--- config.mk ---
export PLATFORM = sky130hd
export DESIGN_NAME = snake_sequencer
export DESIGN_NICKNAME = d
export VERILOG_FILES = /design/src/rtl/snake_pkg.sv /design/src/rtl/snake_len_ctrl.sv /design/src/rtl/snake_sequencer.sv
export SDC_FILE = /design/constraint.sdc
export NUM_CORES = 1
export LEC_CHECK = 0
export CORE_MARGIN = 3
export CORE_UTILIZATION = 40
export DETAILED_ROUTE_END_ITERATION = 8
export PLACE_DENSITY_LB_ADDON = 0.3
export SKIP_CTS_REPAIR_TIMING = 1
export SLEW_MARGIN = 20
export SYNTH_ARGS = -nofsm -noshare
export SYNTH_HDL_FRONTEND = slang
export SYNTH_SLANG_ARGS = --single-unit
--- constraint.sdc ---
create_clock -name clk -period 2.7 [get_ports clk]
set_input_delay 0.405 -clock clk [delete_from_list [all_inputs] [get_ports clk]]
set_output_delay 0.405 -clock clk [all_outputs]
set_load 0.005 [all_outputs]
--- src/rtl/snake_pkg.sv ---
// Shared state encoding and default parameters for the snake game sequencer.
package snake_pkg;

    localparam int DEF_INIT_LEN = 3;
    localparam int DEF_GROW     = 3;
    localparam int DEF_CELL_PX  = 16;

    typedef enum logic [4:0] {
        S_TITLE       = 5'd0,
        S_SETUP_HEAD  = 5'd1,
        S_SETUP_WRITE = 5'd2,
        S_SETUP_WAIT  = 5'd3,
        S_SETUP_INC   = 5'd4,
        S_SETUP_DONE  = 5'd5,
        S_DRAW_LOAD   = 5'd6,
        S_DRAW_PART   = 5'd7,
        S_DRAW_INC    = 5'd8,
        S_DRAW_DONE   = 5'd9,
        S_APPLE       = 5'd10,
        S_APPLE_DONE  = 5'd11,
        S_MOV_HEAD    = 5'd12,
        S_MOV_CHECK   = 5'd13,
        S_MOV_HPREV   = 5'd14,
        S_MOV_READ    = 5'd15,
        S_MOV_WRITE   = 5'd16,
        S_MOV_WAIT    = 5'd17,
        S_MOV_SHIFT   = 5'd18,
        S_MOV_SWAIT   = 5'd19,
        S_MOV_DONE    = 5'd20,
        S_WAIT_TICK   = 5'd21,
        S_PAUSED      = 5'd22,
        S_ERASE       = 5'd23
    } state_t;

endpackage

--- src/rtl/snake_len_ctrl.sv ---
// Snake length bookkeeping: queues growth from apple hits and commits it
// only at the frame boundary so the draw/shift loops see a stable bound.
module snake_len_ctrl #(
    parameter int LEN_W    = 9,
    parameter int INIT_LEN = 3,
    parameter int GROW     = 3,
    parameter int MAX_LEN  = 256
) (
    input  logic             clk,
    input  logic             reset,
    input  logic             hit,
    input  logic             apply,
    input  logic             kill,
    output logic [LEN_W-1:0] snake_len,
    output logic             max_reached
);

    // Two spare bits so len+pending and pending+GROW cannot overflow.
    localparam int SUM_W = LEN_W + 2;
    localparam logic [SUM_W-1:0] MAX_S    = SUM_W'(MAX_LEN);
    localparam logic [SUM_W-1:0] GROW_S   = SUM_W'(GROW);
    localparam logic [SUM_W-1:0] GROW_SAT = (GROW_S > MAX_S) ? MAX_S : GROW_S;

    logic [LEN_W-1:0] len_q, len_d;
    logic [LEN_W-1:0] pend_q, pend_d;
    logic             max_q, max_d;
    logic [SUM_W-1:0] pend_sum, len_sum;

    function automatic logic [SUM_W-1:0] sat(input logic [SUM_W-1:0] v);
        return (v > MAX_S) ? MAX_S : v;
    endfunction

    // Pending accumulation, frame-boundary commit and saturation pulse.
    always_comb begin
        pend_sum = sat(SUM_W'(pend_q) + GROW_S);
        len_sum  = sat(SUM_W'(len_q) + SUM_W'(pend_q));
        len_d    = len_q;
        pend_d   = pend_q;
        max_d    = 1'b0;
        if (kill) begin
            len_d  = LEN_W'(INIT_LEN);
            pend_d = '0;
        end else if (apply) begin
            len_d  = len_sum[LEN_W-1:0];
            // A hit landing on the commit cycle starts the next batch.
            pend_d = hit ? GROW_SAT[LEN_W-1:0] : '0;
            max_d  = (SUM_W'(len_q) < MAX_S) && (len_sum == MAX_S);
        end else if (hit) begin
            pend_d = pend_sum[LEN_W-1:0];
        end
    end

    // Length state registers.
    always_ff @(posedge clk) begin
        if (!reset) begin
            len_q  <= LEN_W'(INIT_LEN);
            pend_q <= '0;
            max_q  <= 1'b0;
        end else begin
            len_q  <= len_d;
            pend_q <= pend_d;
            max_q  <= max_d;
        end
    end

    assign snake_len   = len_q;
    assign max_reached = max_q;

endmodule

--- src/rtl/snake_sequencer.sv ---
// Master control FSM for the snake game: title, body setup, per-part draw,
// apple draw, body shift and trail erase, plus the address/pixel counters.
module snake_sequencer import snake_pkg::*; #(
    parameter int LEN_W    = 9,
    parameter int INIT_LEN = DEF_INIT_LEN,
    parameter int GROW     = DEF_GROW,
    parameter int MAX_LEN  = 256,
    parameter int CELL_PX  = DEF_CELL_PX,
    parameter int PX_W     = $clog2(CELL_PX)
) (
    input  logic             clk,
    input  logic             reset,
    input  logic             title_done,
    input  logic             tick,
    input  logic             pause,
    input  logic             has_collided,
    input  logic             is_dead,
    output logic [LEN_W-1:0] ram_addr,
    output logic             load_default_head,
    output logic             load_part_into_ram,
    output logic             load_ram_into_current,
    output logic             draw_ram,
    output logic             draw_apple,
    output logic             erase_trail,
    output logic             update_head,
    output logic             inc_check,
    output logic             load_head_into_prev,
    output logic             load_prev_into_ram,
    output logic             load_current_into_prev,
    output logic             reset_ram,
    output logic [PX_W-1:0]  draw_status,
    output logic [LEN_W-1:0] snake_len,
    output logic             max_reached
);

    state_t           state_q, state_d;
    logic [LEN_W-1:0] addr_q, addr_d;
    logic [LEN_W-1:0] body_q, body_d;
    logic [PX_W-1:0]  px_q, px_d;
    logic [LEN_W:0]   len_m1;
    logic             loop_more;
    logic             px_last;

    snake_len_ctrl #(
        .LEN_W    (LEN_W),
        .INIT_LEN (INIT_LEN),
        .GROW     (GROW),
        .MAX_LEN  (MAX_LEN)
    ) u_len (
        .clk         (clk),
        .reset       (reset),
        .hit         (has_collided),
        .apply       (state_q == S_MOV_DONE),
        .kill        (is_dead),
        .snake_len   (snake_len),
        .max_reached (max_reached)
    );

    // Loop bound compared one bit wider so snake_len=1 yields a single pass.
    always_comb begin
        len_m1    = {1'b0, snake_len} - (LEN_W+1)'(1);
        loop_more = ({1'b0, body_q} < len_m1);
        px_last   = (px_q == PX_W'(CELL_PX - 1));
    end

    // Next-state and counter updates; death forces TITLE with clean counters.
    always_comb begin
        state_d = state_q;
        addr_d  = addr_q;
        body_d  = body_q;
        px_d    = px_q;
        case (state_q)
            S_TITLE: begin
                addr_d = addr_q + LEN_W'(1);
                if (title_done) state_d = S_SETUP_HEAD;
            end
            S_SETUP_HEAD: begin
                addr_d  = '0;
                body_d  = '0;
                state_d = S_SETUP_WRITE;
            end
            S_SETUP_WRITE: state_d = S_SETUP_WAIT;
            S_SETUP_WAIT:  state_d = S_SETUP_INC;
            S_SETUP_INC: begin
                addr_d  = addr_q + LEN_W'(1);
                body_d  = body_q + LEN_W'(1);
                state_d = loop_more ? S_SETUP_WRITE : S_SETUP_DONE;
            end
            S_SETUP_DONE: begin
                addr_d  = '0;
                body_d  = '0;
                px_d    = '0;
                state_d = S_DRAW_LOAD;
            end
            S_DRAW_LOAD: state_d = S_DRAW_PART;
            S_DRAW_PART: begin
                px_d = px_q + PX_W'(1);
                if (px_last) state_d = S_DRAW_INC;
            end
            S_DRAW_INC: begin
                addr_d  = addr_q + LEN_W'(1);
                body_d  = body_q + LEN_W'(1);
                px_d    = '0;
                state_d = loop_more ? S_DRAW_LOAD : S_DRAW_DONE;
            end
            S_DRAW_DONE: begin
                addr_d  = '0;
                body_d  = '0;
                px_d    = '0;
                state_d = S_APPLE;
            end
            S_APPLE: begin
                px_d = px_q + PX_W'(1);
                if (px_last) state_d = S_APPLE_DONE;
            end
            S_APPLE_DONE: begin
                px_d    = '0;
                state_d = S_MOV_HEAD;
            end
            S_MOV_HEAD:  state_d = S_MOV_CHECK;
            S_MOV_CHECK: state_d = S_MOV_HPREV;
            S_MOV_HPREV: state_d = S_MOV_READ;
            S_MOV_READ:  state_d = S_MOV_WRITE;
            S_MOV_WRITE: state_d = S_MOV_WAIT;
            S_MOV_WAIT:  state_d = S_MOV_SHIFT;
            S_MOV_SHIFT: begin
                addr_d  = addr_q + LEN_W'(1);
                body_d  = body_q + LEN_W'(1);
                state_d = loop_more ? S_MOV_SWAIT : S_MOV_DONE;
            end
            S_MOV_SWAIT: state_d = S_MOV_READ;
            S_MOV_DONE: begin
                addr_d  = '0;
                body_d  = '0;
                px_d    = '0;
                state_d = S_WAIT_TICK;
            end
            S_WAIT_TICK: begin
                if (pause)     state_d = S_PAUSED;
                else if (tick) state_d = S_ERASE;
            end
            S_PAUSED: begin
                if (!pause) state_d = S_WAIT_TICK;
            end
            S_ERASE: begin
                px_d = px_q + PX_W'(1);
                if (px_last) state_d = S_SETUP_DONE;
            end
            default: begin
                state_d = S_TITLE;
                addr_d  = '0;
                body_d  = '0;
                px_d    = '0;
            end
        endcase
        if (is_dead) begin
            state_d = S_TITLE;
            addr_d  = '0;
            body_d  = '0;
            px_d    = '0;
        end
    end

    // State and counter registers.
    always_ff @(posedge clk) begin
        if (!reset) begin
            state_q <= S_TITLE;
            addr_q  <= '0;
            body_q  <= '0;
            px_q    <= '0;
        end else begin
            state_q <= state_d;
            addr_q  <= addr_d;
            body_q  <= body_d;
            px_q    <= px_d;
        end
    end

    // Moore decode of the datapath strobes.
    always_comb begin
        load_default_head      = 1'b0;
        load_part_into_ram     = 1'b0;
        load_ram_into_current  = 1'b0;
        draw_ram               = 1'b0;
        draw_apple             = 1'b0;
        erase_trail            = 1'b0;
        update_head            = 1'b0;
        inc_check              = 1'b0;
        load_head_into_prev    = 1'b0;
        load_prev_into_ram     = 1'b0;
        load_current_into_prev = 1'b0;
        reset_ram              = 1'b0;
        draw_status            = '0;
        case (state_q)
            S_TITLE:       reset_ram = 1'b1;
            S_SETUP_HEAD:  load_default_head = 1'b1;
            S_SETUP_WRITE: load_part_into_ram = 1'b1;
            S_DRAW_LOAD:   load_ram_into_current = 1'b1;
            S_DRAW_PART: begin
                draw_ram    = 1'b1;
                draw_status = px_q;
            end
            S_APPLE: begin
                draw_apple  = 1'b1;
                draw_status = px_q;
            end
            S_MOV_HEAD:    update_head = 1'b1;
            S_MOV_CHECK:   inc_check = 1'b1;
            S_MOV_HPREV:   load_head_into_prev = 1'b1;
            S_MOV_READ:    load_ram_into_current = 1'b1;
            S_MOV_WRITE:   load_prev_into_ram = 1'b1;
            S_MOV_SHIFT:   load_current_into_prev = 1'b1;
            S_ERASE: begin
                erase_trail = 1'b1;
                draw_status = px_q;
            end
            default: ;
        endcase
    end

    assign ram_addr = addr_q;

endmodule

======== After elaboration in Yosys (flattened, before gate mapping) ========
Cells that the tools add are included.
operators by class
  add/subtract/negate cells ............... 6
  $lt $le $gt $ge ......................... 4
  eq/ne operators ......................... 31
  mux-type cells .......................... 32
  bitwise logic cells ..................... 2
  reductions and logical operators ........ 14
operators with widths
  operator                                                         number
  one-hot mux 5 bit (23 select lines)                              1
  == test 5 x 4 -> 1 bit (second input constant)                   8
  == test 5 bit (second input constant)                            8
  one-hot mux 9 bit (2 select lines)                               2
  2-to-1 mux 5 bit                                                 7
  OR reduction 16 bit                                              2
  2-to-1 mux 9 bit                                                 3
  == test 5 x 3 -> 1 bit (second input constant)                   4
  adder 9 x 1 -> 9 bit (second input constant)                     2
  OR reduction 17 bit                                              1
  2-to-1 mux 1 bit                                                 12
  == test 11 x 9 -> 1 bit (second input constant)                  1
  greater-than comparator 11 x 9 -> 1 bit (second input constant)  1
  2-to-1 mux 11 bit                                                1
  adder 9 x 2 -> 10 bit (second input constant)                    1
  adder 9 x 9 -> 10 bit                                            1
  == test 5 x 2 -> 1 bit (second input constant)                   2
  greater-than comparator 10 x 9 -> 1 bit (second input constant)  1
  < comparator 9 x 10 -> 1 bit                                     1
  inequality test 2 bit (second input constant)                    5
  subtractor 9 x 1 -> 10 bit (second input constant)               1
  < comparator 9 bit (second input constant)                       1
  OR reduction 3 bit                                               3
  2-to-1 mux 4 bit                                                 2
  other kinds (14)                                                 18
word-level totals
  register bits ........................... 46
  logic and storage cells ................. 96

======== Longest topological paths before layout ========
  depth in word-level cells ............... 5
  gate-level depth with buffers ........... 12

======== Hierarchy ========
From an unflattened synthesis, not the netlist that was laid out.
second synthesis, totals
  cells, all modules ...................... 432
  area, all modules ....................... 3,473.3 sq um
modules (own cells, without submodules)
  module           instances  cells each  area an instance (sq um)  seq. area each (sq um)
  snake_sequencer  1          267         2,044.5                   540.5
  snake_len_ctrl   1          165         1,428.9                   380.4

======== Worst setup path before layout ========
No wires, ideal clock.
  path kind ............................... reg2reg
  from .................................... register u_len.len_q[2] (netlist: u_len.snake_len[2])
  to ...................................... register state_q[3]
  setup time .............................. 117 ps
  arrival time ............................ 2,602 ps
  required time ........................... 2,583 ps
  setup slack ............................. -20 ps
  stages on the path, launching flop included .. 11
  cell sequence ........................... dfxtp_1 -> or4_4 -> nor4_1 -> xnor2_1 -> ha_1 -> a21oi_1 -> o22ai_1 -> nor4_1 -> a211oi_1 -> a221o_1 -> a32o_1
between the ends
  word-level cells in the longest chain between the ends .. 4
ends and longest elaborated chain
  item                                 line                    source
  start, declared                      snake_len_ctrl.sv:24    logic [LEN_W-1:0] len_q, len_d;
  start signal, assigned               snake_len_ctrl.sv:56    len_q <= LEN_W'(INIT_LEN);
  start signal, assigned               snake_len_ctrl.sv:60    len_q <= len_d;
  subtractor 9 x 1 -> 10 bit           snake_sequencer.sv:61   len_m1 = {1'b0, snake_len} - (LEN_W+1)'(1);
  < comparator 9 x 10 -> 1 bit         snake_sequencer.sv:62   loop_more = ({1'b0, body_q} < len_m1);
  2-to-1 mux 4 bit                     snake_sequencer.sv:104  state_d = loop_more ? S_DRAW_LOAD : S_DRAW_DONE;
  one-hot mux 5 bit (23 select lines)  snake_sequencer.sv:72   case (state_q)
  end signal, assigned                 snake_sequencer.sv:172  state_q <= state_d;
  end, declared                        snake_sequencer.sv:36   state_t state_q, state_d;
Every way passes these cells.
A chain may end at the register's enable or synchronous reset.

======== Worst setup path in the final report ========
Ends and elaborated chain as after synthesis.

==> impl_results.md <==
- Clock network power share: 35.0%
- Met3 GRT Util: 3.18%
- Initial core utilization: between 40% and 50%
- Routed len/inst: 14.5 um
- Tightest Pin Transition: a little under 0.6 ns
- FMAX: 370 MHz
- Yosys warns: 0
- Max FO, Critical Path: 3
- Detailed Routing Iterations Pass 1: 4
- Worst r2r src: u_len.snake_len[2]$_SDFFE_PP0P_
- Tmin final: between 2 and 3 ns
- Layout Area Growth over Synthesis: 21.9%
- Hold Vio Cnt, Final: 0
- Leak Pwr: approximately 1.6 nW
- Antenna Cells: 0
- First-pass GRT wire length: 14800 um
- XOR/XNOR share of the synthesized area: 7.89%
- Maximum VDD drop: approximately 0.27 mV
- Max_slew headroom: 60.6%
- Most Crowded Layer GR: met2
- Simple-gate share of the synthesized area: 28.1%
- Die width: 98.7 um
- Gate Count Post-Synth: 441
- Htree depth: 2
- GRT Overall Usage: 17.7%
- Synth top area cells: dfxtp_1 27%, ha_1 8.4%, nor2_1 5.5%
- Overall power: 0.00127 W
- Longest Clk Path Bufs: 2
- Setup slack after layout: -0.000855 ns
- Synth async-reset ratio: 0%
- Gate power share: 10.4%
- Hold path startpoint: px_q[3]$_SDFFE_PP0N_
- Core Box Area: 8300 um^2
- Syn Area/Cell: 7.80 um^2
- Vias in the first global route: between 3000 and 4000
- Die ar.: 9750 um^2
- Post-synth top area share: roughly 27%
- DP Cell Count: 586
- Critical path endpoint category: flip-flop
- Global-route met2 utilization: around 30%
- GR Util met1: roughly 23%
- DP HPWL: 6470 um
- Skew-Pair Late Insertion Delay: 0.30 ns
- Fill cell count: 773
- Worst Hold Class: flip-flop to flip-flop
- Top cells by count, synth: 50 x nor2_1, 46 x dfxtp_1, 35 x nand2_1
- Final max-slew violation count: 0
- Unrepaired setup endpoints after global routing: true
- Worst setup path class: flip-flop to flip-flop
- Final core utilization: 50.5%
- Synth Area in Adders: 8.95%
- Synth Register Bits: 46
- Final std cells w/o fill: 594
- Post-Syn Area: 3440 um^2
- Routed WL: 8620 um
- CP Data Arrival Time: 2.89 ns
- Yosys cell types: 67
- Sequential-to-total area share from yosys stat: between 20% and 30%
- Layout cells sized above 1: between 10 and 15%
- Max-Cap Viols: 0
- Rows: 33
- Ratio of final minimum period to clock period: 100%
- Leading cell type by number of instances after synthesis: nor2_1
- Placer congestion estimate: ~0.87
- Initial antenna violation count: 0
- TritonCTS clock tree: done
- Synth Area in Compound Gates: 21.3%
- Switching power: 0.000322 W
- Pwr Density: 304 nW/um^2
- I/O Buffers: 41
- Total grt overflow: 0
- Sw Share: about a quarter
- Critical path origin: u_len.snake_len[2]$_SDFFE_PP0P_
- Status: finished, violations left
- DRC violations left: 0
- Final #Nets: between 500 and 600
- Reg power frac: 54.6%
- Mux contribution to synthesized area: approximately 2.4%
- Clock Sinks: 46
- Failing checks: setup timing
- Largest net degree at the start of global routing: 22
- Vias: 3357
- Clk_skew: 0.0122 ns
- Main combinational cell family by area after synthesis: simple AND/OR/NAND/NOR gates
- Primary FF master, synth: dfxtp_1
- Setup violations, final: 1
- Remaining antenna violation count after routing: 0
- Startpoint Class: flip-flop
- Num ports: 42
- Clk root buf: clkbuf_8
- Num CTS Buffers: 5
- Syn Nets: 472
- Hold_ws: 0.515 ns
- Largest area contributor in the netlist: dfxtp_1
- Critical Path RT: about 2.9 ns
- Count of flip-flops with a built-in enable after synthesis: 0
- Via/cell ratio: 5.65
- Iter 0 DRT Violations: 179
- Chip height: just under 100 um
- Pint: 0.000951 W
- Clock transition at the registers of the reported paths: 0.10 ns
[area by class of cell]
| cell class | count | area [um^2] | share of cell area, % |
|---|---|---|---|
| sequential | 46 | 925 | 22.1 |
| multi-input combinational | 356 | 2400 | 57.3 |
| clock buffer | 7 | 86.3 | 2.06 |
| timing repair buffer | 65 | 591 | 14.1 |
| inverter | 14 | 52.6 | 1.25 |
| tap | 105 | 131 | 3.13 |
| clock inverter | 1 | 5.00 | 0.119 |
[through the flow]
step           area [um^2]  setup TNS [ns]  setup slack, ns
3_5_place_dp          4060         -0.0569          -0.0281
2_1_floorplan         3450               0           0.0230
5_1_grt               4190          -0.312           -0.118
6_report              4190       -0.000855        -0.000855
3_3_place_gp          4060               0           0.0430
4_1_cts               4150          -0.102          -0.0356
[layer usage]
layer  share of wire [%]  wire, um
met1                  46      3940
met2                  48      4100
met3                 4.9       421
met4                 1.8       156
met5                   0         0
[kinds of logic after synthesis]
logic type | count (synthesis)
buf+inv | 39
compound gates | 105
fa+ha+maj | 24
simple gates | 188
flops | 46
xor+xnor | 31
mux | 8
[critical path: stages (launching register included)]
cell and delay (ns):
dfxtp_2 0.33, or4_4 0.57, nor4_4 0.17, xnor2_1 0.16
ha_1 0.28, a21oi_2 0.15, o22ai_2 0.09, nor4_2 0.25
a211oi_2 0.08, a221o_1 0.32, a32o_1 0.20
[layout by cell type (no fill, tap or decap), types with 18 or more instances in the layout]
cell / synthesis / routed
a21oi_1: 31 / 30
buf_4: 1 / 24
clkdlybuf4s50_1: 0 / 41
dfxtp_1: 46 / 43
ha_1: 23 / 23
nand2_1: 35 / 35
nand3_1: 18 / 18
nor2_1: 50 / 50
nor3_1: 18 / 18
xor2_1: 18 / 18
[state kept, by name (all words and copies together) (netlist names)]
register,cells
px_q,4
u_len.max_reached,1
ram_addr,9
u_len.pend_q,9
state_q,5
u_len.snake_len,9
body_q,9
[final timing paths]
kind | endpoint | slack, ns | cells after the start
worst max register to register | state_q[3]$_SDFFE_PP0P_ | -0.0009 | 10
worst min register to register | px_q[3]$_SDFFE_PP0N_ | 0.51 | 1
worst min-delay path | px_q[3]$_SDFFE_PP0N_ | 0.51 | 1
worst max-delay path | state_q[3]$_SDFFE_PP0P_ | -0.0009 | 10
[power by group through the flow]
| stage | clock (W) | combinational (W) | sequential [W] |
|---|---|---|---|
| detailed placement | 0 | 0.000132 | 0.000711 |
| global placement | 0 | 0.000131 | 0.000710 |
| floorplan | 0 | 0.0000899 | 0.000707 |
| global route | 0.000477 | 0.000150 | 0.000697 |
| finish | 0.000445 | 0.000133 | 0.000695 |
| CTS | 0.000454 | 0.000133 | 0.000695 |
No activity file was read; power rests on OpenSTA's default activity.
